===== src/rtl/wb_pkg.sv =====
// Shared Wishbone bus widths, timeout read data and arbiter FSM state encoding.
// Latency: n/a (constants only).
// Backpressure: n/a.
package wb_pkg;

  localparam int WB_ADR_W = 16;
  localparam int WB_DAT_W = 8;

  // Read data returned to a master whose transfer was forcibly terminated
  localparam logic [WB_DAT_W-1:0] TIMEOUT_DATA = 8'hFF;

  // Arbiter FSM states
  localparam logic [1:0] ST_IDLE = 2'd0;
  localparam logic [1:0] ST_BUSY = 2'd1;
  localparam logic [1:0] ST_TERM = 2'd2;

endpackage


===== src/rtl/wb_arbiter_rr_pick.sv =====
// Round-robin picker: one-hot grant to the first requester at or after ptr_i, wrapping.
// Latency: purely combinational.
// Backpressure: none; the caller decides when to register the result.
module rr_pick #(
  parameter int N  = 2,
  parameter int PW = (N > 1) ? $clog2(N) : 1
) (
  input  logic [N-1:0]  req_i,
  input  logic [PW-1:0] ptr_i,
  output logic [N-1:0]  gnt_o
);

  logic hit;

  // Search upper segment [ptr..N-1] first, then wrap to [0..ptr-1]
  always_comb begin
    gnt_o = '0;
    hit   = 1'b0;
    for (int j = 0; j < N; j++) begin
      if (!hit && req_i[j] && (PW'(j) >= ptr_i)) begin
        gnt_o[j] = 1'b1;
        hit      = 1'b1;
      end
    end
    for (int j = 0; j < N; j++) begin
      if (!hit && req_i[j]) begin
        gnt_o[j] = 1'b1;
        hit      = 1'b1;
      end
    end
  end

endmodule


===== src/rtl/wb_arbiter.sv =====
// Round-robin Wishbone arbiter, N masters onto one slave bus, with a watchdog that force-acks hung transfers.
// Latency: 1 cycle cyc-to-grant; slave signals are muxed combinationally while BUSY.
// Backpressure: losing masters simply wait with cyc held; grant stays with the owner until its cyc falls.
module wb_arbiter
  import wb_pkg::*;
#(
  parameter int N_MASTERS      = 2,
  parameter int TIMEOUT_CYCLES = 1024
) (
  input  logic                           clk,
  input  logic                           rst_n,
  input  logic [N_MASTERS-1:0]           m_wb_cyc_i,
  input  logic [N_MASTERS-1:0]           m_wb_stb_i,
  input  logic [N_MASTERS-1:0]           m_wb_we_i,
  input  logic [WB_ADR_W*N_MASTERS-1:0]  m_wb_adr_i,
  input  logic [WB_DAT_W*N_MASTERS-1:0]  m_wb_dat_i,
  output logic [WB_DAT_W-1:0]            m_wb_dat_o,
  output logic [N_MASTERS-1:0]           m_wb_ack_o,
  output logic                           s_wb_cyc_o,
  output logic                           s_wb_stb_o,
  output logic                           s_wb_we_o,
  output logic [WB_ADR_W-1:0]            s_wb_adr_o,
  output logic [WB_DAT_W-1:0]            s_wb_dat_o,
  input  logic [WB_DAT_W-1:0]            s_wb_dat_i,
  input  logic                           s_wb_ack_i,
  output logic [N_MASTERS-1:0]           grant_o,
  output logic [7:0]                     timeout_cnt_o
);

  localparam int PW   = (N_MASTERS > 1) ? $clog2(N_MASTERS) : 1;
  localparam int WD_W = $clog2(TIMEOUT_CYCLES);
  // Watchdog value at which one more unanswered stb cycle means expiry
  localparam logic [WD_W-1:0] WD_LAST = WD_W'(TIMEOUT_CYCLES - 2);

  logic [1:0]           state_q, state_d;
  logic [N_MASTERS-1:0] grant_q, grant_d;
  logic [PW-1:0]        ptr_q, ptr_d;
  logic [WD_W-1:0]      wd_q, wd_d;
  logic [7:0]           tcnt_q, tcnt_d;

  logic                 g_cyc, g_stb, g_we;
  logic [WB_ADR_W-1:0]  g_adr;
  logic [WB_DAT_W-1:0]  g_dat;
  logic [PW-1:0]        g_idx;
  logic [PW-1:0]        ptr_next;
  logic [N_MASTERS-1:0] pick_gnt;
  logic                 busy, term, expire, timeout_pending;

  rr_pick #(.N(N_MASTERS), .PW(PW)) u_pick (
    .req_i (m_wb_cyc_i),
    .ptr_i (ptr_q),
    .gnt_o (pick_gnt)
  );

  // Select the granted master's bus signals and index from the one-hot grant
  always_comb begin
    g_cyc = 1'b0;
    g_stb = 1'b0;
    g_we  = 1'b0;
    g_adr = '0;
    g_dat = '0;
    g_idx = '0;
    for (int k = 0; k < N_MASTERS; k++) begin
      if (grant_q[k]) begin
        g_cyc = m_wb_cyc_i[k];
        g_stb = m_wb_stb_i[k];
        g_we  = m_wb_we_i[k];
        g_adr = m_wb_adr_i[k*WB_ADR_W +: WB_ADR_W];
        g_dat = m_wb_dat_i[k*WB_DAT_W +: WB_DAT_W];
        g_idx = PW'(k);
      end
    end
  end

  assign busy            = (state_q == ST_BUSY);
  assign term            = (state_q == ST_TERM);
  assign timeout_pending = term;
  assign ptr_next        = (g_idx == PW'(N_MASTERS - 1)) ? '0 : g_idx + 1'b1;
  // A slave ack in the expiry cycle suppresses the forced termination
  assign expire          = busy && g_cyc && g_stb && !s_wb_ack_i && (wd_q == WD_LAST);

  // FSM, grant, rotation pointer, watchdog and timeout counter next-state
  always_comb begin
    state_d = state_q;
    grant_d = grant_q;
    ptr_d   = ptr_q;
    wd_d    = '0;
    tcnt_d  = tcnt_q;
    case (state_q)
      ST_IDLE: begin
        if (|m_wb_cyc_i) begin
          grant_d = pick_gnt;
          state_d = ST_BUSY;
        end
      end
      ST_BUSY: begin
        if (!g_cyc) begin
          state_d = ST_IDLE;
          grant_d = '0;
          ptr_d   = ptr_next;
        end else if (expire) begin
          state_d = ST_TERM;
          if (tcnt_q != 8'hFF) tcnt_d = tcnt_q + 8'd1;
        end else if (g_stb && !s_wb_ack_i) begin
          wd_d = wd_q + 1'b1;
        end
      end
      ST_TERM: begin
        if (g_cyc) begin
          state_d = ST_BUSY;
        end else begin
          state_d = ST_IDLE;
          grant_d = '0;
          ptr_d   = ptr_next;
        end
      end
      default: begin
        state_d = ST_IDLE;
        grant_d = '0;
      end
    endcase
  end

  // State registers with asynchronous reset
  always_ff @(posedge clk or negedge rst_n) begin
    if (!rst_n) begin
      state_q <= ST_IDLE;
      grant_q <= '0;
      ptr_q   <= '0;
      wd_q    <= '0;
      tcnt_q  <= '0;
    end else begin
      state_q <= state_d;
      grant_q <= grant_d;
      ptr_q   <= ptr_d;
      wd_q    <= wd_d;
      tcnt_q  <= tcnt_d;
    end
  end

  assign s_wb_cyc_o    = busy && g_cyc;
  assign s_wb_stb_o    = busy && g_stb && !timeout_pending;
  assign s_wb_we_o     = busy && g_we;
  assign s_wb_adr_o    = busy ? g_adr : '0;
  assign s_wb_dat_o    = busy ? g_dat : '0;

  assign m_wb_ack_o    = busy ? (grant_q & {N_MASTERS{s_wb_ack_i}}) :
                         term ? grant_q : '0;
  assign m_wb_dat_o    = busy ? s_wb_dat_i :
                         term ? TIMEOUT_DATA : '0;

  assign grant_o       = grant_q;
  assign timeout_cnt_o = tcnt_q;

endmodule


===== config.mk =====
export PLATFORM = sky130hd
export DESIGN_NAME = wb_arbiter
export DESIGN_NICKNAME = d
export VERILOG_FILES = /design/src/rtl/wb_pkg.sv /design/src/rtl/wb_arbiter_rr_pick.sv /design/src/rtl/wb_arbiter.sv
export SDC_FILE = /design/constraint.sdc
export NUM_CORES = 1
export LEC_CHECK = 0
export CAP_MARGIN = 10
export CORE_ASPECT_RATIO = 0.9
export CORE_UTILIZATION = 39
export CTS_CLUSTER_SIZE = 12
export DETAILED_ROUTE_END_ITERATION = 7
export MAX_ROUTING_LAYER = met4
export PLACE_DENSITY = 0.95
export SLEW_MARGIN = 20
export SYNTH_ARGS = -nofsm -noshare
export SYNTH_HDL_FRONTEND = slang
export SYNTH_SLANG_ARGS = --single-unit

===== constraint.sdc =====
create_clock -name clk -period 3.2 [get_ports clk]
set_input_delay 0.48 -clock clk [delete_from_list [all_inputs] [get_ports clk]]
set_output_delay 0.48 -clock clk [all_outputs]
set_load 0.05 [all_outputs]

==> flow_summary.json <==
{
  "cp_top_family": "buffers and inverters",
  "met1_usage_pct": 29.6,
  "register_to_register_setup_slack_ns": 0.84,
  "finClkSkew_ns": 0.00258,
  "final_layout_size_suffix_gt1_share_pct": 13.8,
  "antenna_cells": 0,
  "tritoncts_num_sinks": 23,
  "timing.final.max_slew_violations": 0,
  "synth.most_common_cell": "sky130_fd_sc_hd__nor2b_1",
  "htree_levels": 1,
  "tritoncts": "done",
  "antenna_violating_nets_post_route": 0,
  "place.detailed.hpwl_microns": 4980,
  "fill_cells": 264,
  "worst_skew_pair.late_latency_ns": 0.26,
  "status": "completed",
  "met2_usage_pct": 48.9,
  "synthesis.instances": 206,
  "period_minus_slack_ns": 2.83,
  "critical_path_at_ns": 2.35,
  "die-area_sq_um": 4660,
  "maximum_number_of_pins_on_one_net_before_global_route_repair": 26,
  "report.final.hold_viol_count": 0,
  "fin_nets": 385,
  "avgSynthCellArea_sq_um": 8.32,
  "antenna_found_initial": 0,
  "max_cap_check_violation_count": 0,
  "dominantRegCellSynth": "sky130_fd_sc_hd__dfrtp_1",
  "r2r_start": "grant_o[1]",
  "rsz0062_at_grt": "false",
  "cts_inserted_buffers": 3,
  "dr_pass1_iterations": 5,
  "viasPerCell": 5.16,
  "postRouteWirelength_microns": 6250,
  "r2r_end": "state_q[0]",
  "worst_slew_margin_rel_pct": 65.7,
  "route.detailed.wl_per_inst_microns": 16.8,
  "irDropWorstVdd_uv": 439,
  "leading_post_synthesis_cells_by_instance_count": "28 x sky130_fd_sc_hd__nor2b_1, 27 x sky130_fd_sc_hd__nand2_1, 25 x sky130_fd_sc_hd__a22oi_1",
  "syn_area_sq_um": 1710,
  "synth.top_cells.by_area": "sky130_fd_sc_hd__dfrtp_1 34%, sky130_fd_sc_hd__a22oi_1 11%, sky130_fd_sc_hd__nor2b_1 10%",
  "synth_top_area_share_pct": 33.6,
  "timing.critical_path.cells": "inv_1 > ha_1 > buf_4 > nand2b_1 > nand2_1 > clkdlybuf4s50_1",
  "timing_worst_slew_pin_value_ns": 0.512,
  "ys.warnings.count": 0,
  "yosysSeqAreaShare_pct": 33.6,
  "power.switching_mw": 1.04,
  "synthArstFlopShare_pct": 100,
  "grt_remaining_overflow": 0,
  "initial_utilization_pct": 41.2,
  "vias": 1919,
  "die-height_microns": 64.9,
  "globalRoute.busiestLayer": "met2",
  "seq_power_share_pct": 17.3,
  "p_sw_share_pct": 49.4,
  "ys_seq_elements": 23,
  "critical_path.slowest_cell": "sky130_fd_sc_hd__clkdlybuf4s50_1",
  "power.combinational.fraction_pct": 74.2,
  "power_per_cell_area_nw_per_um2": 665,
  "gp_congestion": 0.905,
  "p_int_mw": 1.06,
  "fmax_ghz": 0.354,
  "ioPinCount": 112,
  "setup.worst_path.start_class": "flip-flop",
  "post-cts-setup-buffer-count": 0,
  "cp_data_required_time_ns": 2.72,
  "timing.critical_path.fanout_max": 14,
  "critical_path_class": "reg -> out",
  "finalSetupViolations": 0,
  "groute.usage.overall_pct": 27.0,
  "finalPower_mw": 2.10,
  "ff2ff_path_depth": 6,
  "cts_resized": 0,
  "port_buffers": 111,
  "synth_top_area_cell": "sky130_fd_sc_hd__dfrtp_1",
  "min_period_over_period_pct": 88.4,
  "grt_pass1_wl_microns": 9420,
  "syn-num-nets": 278,
  "critPathBufInv": 3,
  "synthToLayoutAreaGrowth_pct": 84.4,
  "clockRootBuffer": "sky130_fd_sc_hd__clkbuf_8",
  "synth_cell_types": 37,
  "die_width_microns": 71.9,
  "clkSlewWorstSetupHoldPaths_ns": 0.08,
  "synth_edf_count": 0,
  "leakage_nw": 1.33,
  "setup.worst_path.end_class": "output pin",
  "clock_tree.buffer_depth": 2,
  "core_area_sq_um": 4160,
  "clockPowerShare_pct": 8.6,
  "detailedRoute.firstIterationViolations": 131,
  "met3_usage_pct": 4.98,
  "delay_contributed_by_the_slowest_stage_of_the_critical_path_ns": 0.81,
  "final.setup.tns_ns": 0,
  "postCtsHoldBufs": 0,
  "grt_pass1_vias": 1896,
  "core.rowCount": 22,
  "post-route-drc-count": 0,
  "worstHoldPathType": "in -> async"
}
[cell type report]
cell class | count | area [sq um] | share of cell area, %
Multi-Input combinational cell | 163 | 1060 | 33.5
Clock inverter | 1 | 5.00 | 0.158
Timing Repair Buffer | 115 | 1380 | 43.6
Tap cell | 60 | 75.1 | 2.38
Clock buffer | 3 | 41.3 | 1.31
Sequential cell | 23 | 576 | 18.2
Inverter | 7 | 26.3 | 0.832
[state kept, by name, summed over array words and instances, names as in the netlist]
signal and count:
wd_q 10, timeout_cnt_o 8, grant_o 2, state_q 2
ptr_q 1
[kinds of logic (layout without fill, tap and decap cells)]
group                      count (synthesis)  in the layout  synth area share (%)
AOI/OAI and AO/OA                         45             45                  18.8
adders and majority gates                  7              7                  5.11
DFF                                       23             23                  33.6
buffers and inverters                     20            126                  4.68
muxes                                      1              1                 0.657
xor gates and xnor gates                  11             11                  5.62
and+or+nand+nor                           99             99                  31.5
[placed cells by master, fill, tap and decap left out, types with 8 or more instances in the layout]
master / n
sky130_fd_sc_hd__xor2_1: 8
sky130_fd_sc_hd__nor2_1: 13
sky130_fd_sc_hd__nand2_1: 27
sky130_fd_sc_hd__buf_12: 25
sky130_fd_sc_hd__nand3_1: 11
sky130_fd_sc_hd__a22oi_1: 25
sky130_fd_sc_hd__nor2b_1: 28
sky130_fd_sc_hd__a21oi_1: 8
sky130_fd_sc_hd__clkdlybuf4s50_1: 82
sky130_fd_sc_hd__dfrtp_1: 23
[power groups by stage]
| stage | clock network, mW | logic (mW) | registers (mW) |
|---|---|---|---|
| 2_1_floorplan | 0 | 0.877 | 0.356 |
| 3_3_place_gp | 0 | 1.52 | 0.360 |
| 3_5_place_dp | 0 | 1.56 | 0.364 |
| 4_1_cts | 0.184 | 1.56 | 0.361 |
| 5_1_grt | 0.194 | 1.62 | 0.366 |
| 6_report | 0.180 | 1.56 | 0.363 |
[metrics by stage]
step                cells  hold slack, ns  utilization [%]  area (sq um)  setup slack, ns
finish                372           0.176             76.0          3160            0.372
global route          372           0.214             76.0          3160            0.243
CTS                   372           0.512             76.1          3160            0.366
detailed placement    368           0.498             75.0          3120            0.417
global placement      368           0.482             75.0          3120            0.459
floorplan             206           0.184                -          1710            0.554
[how the worst max path moves through the flow]
stage | to | from | cells past startpoint | slack (ns)
floorplan | s_wb_adr_o[10] | grant_o[0] | 5 | 0.55
global placement | s_wb_cyc_o | m_wb_cyc_i[0] | 5 | 0.46
detailed placement | s_wb_cyc_o | m_wb_cyc_i[0] | 5 | 0.42
CTS | m_wb_dat_o[6] | state_q[1] | 6 | 0.37
global route | m_wb_dat_o[6] | state_q[1] | 6 | 0.24
finish | m_wb_dat_o[6] | state_q[1] | 6 | 0.37
[layer usage]
layer	wire [microns]	vias to the layer above
li1	-	924
met1	2310	891
met2	3380	82
met3	328	22
met4	229	0
met5	0	-
Note: power is estimated with default switching activity, not from simulation.
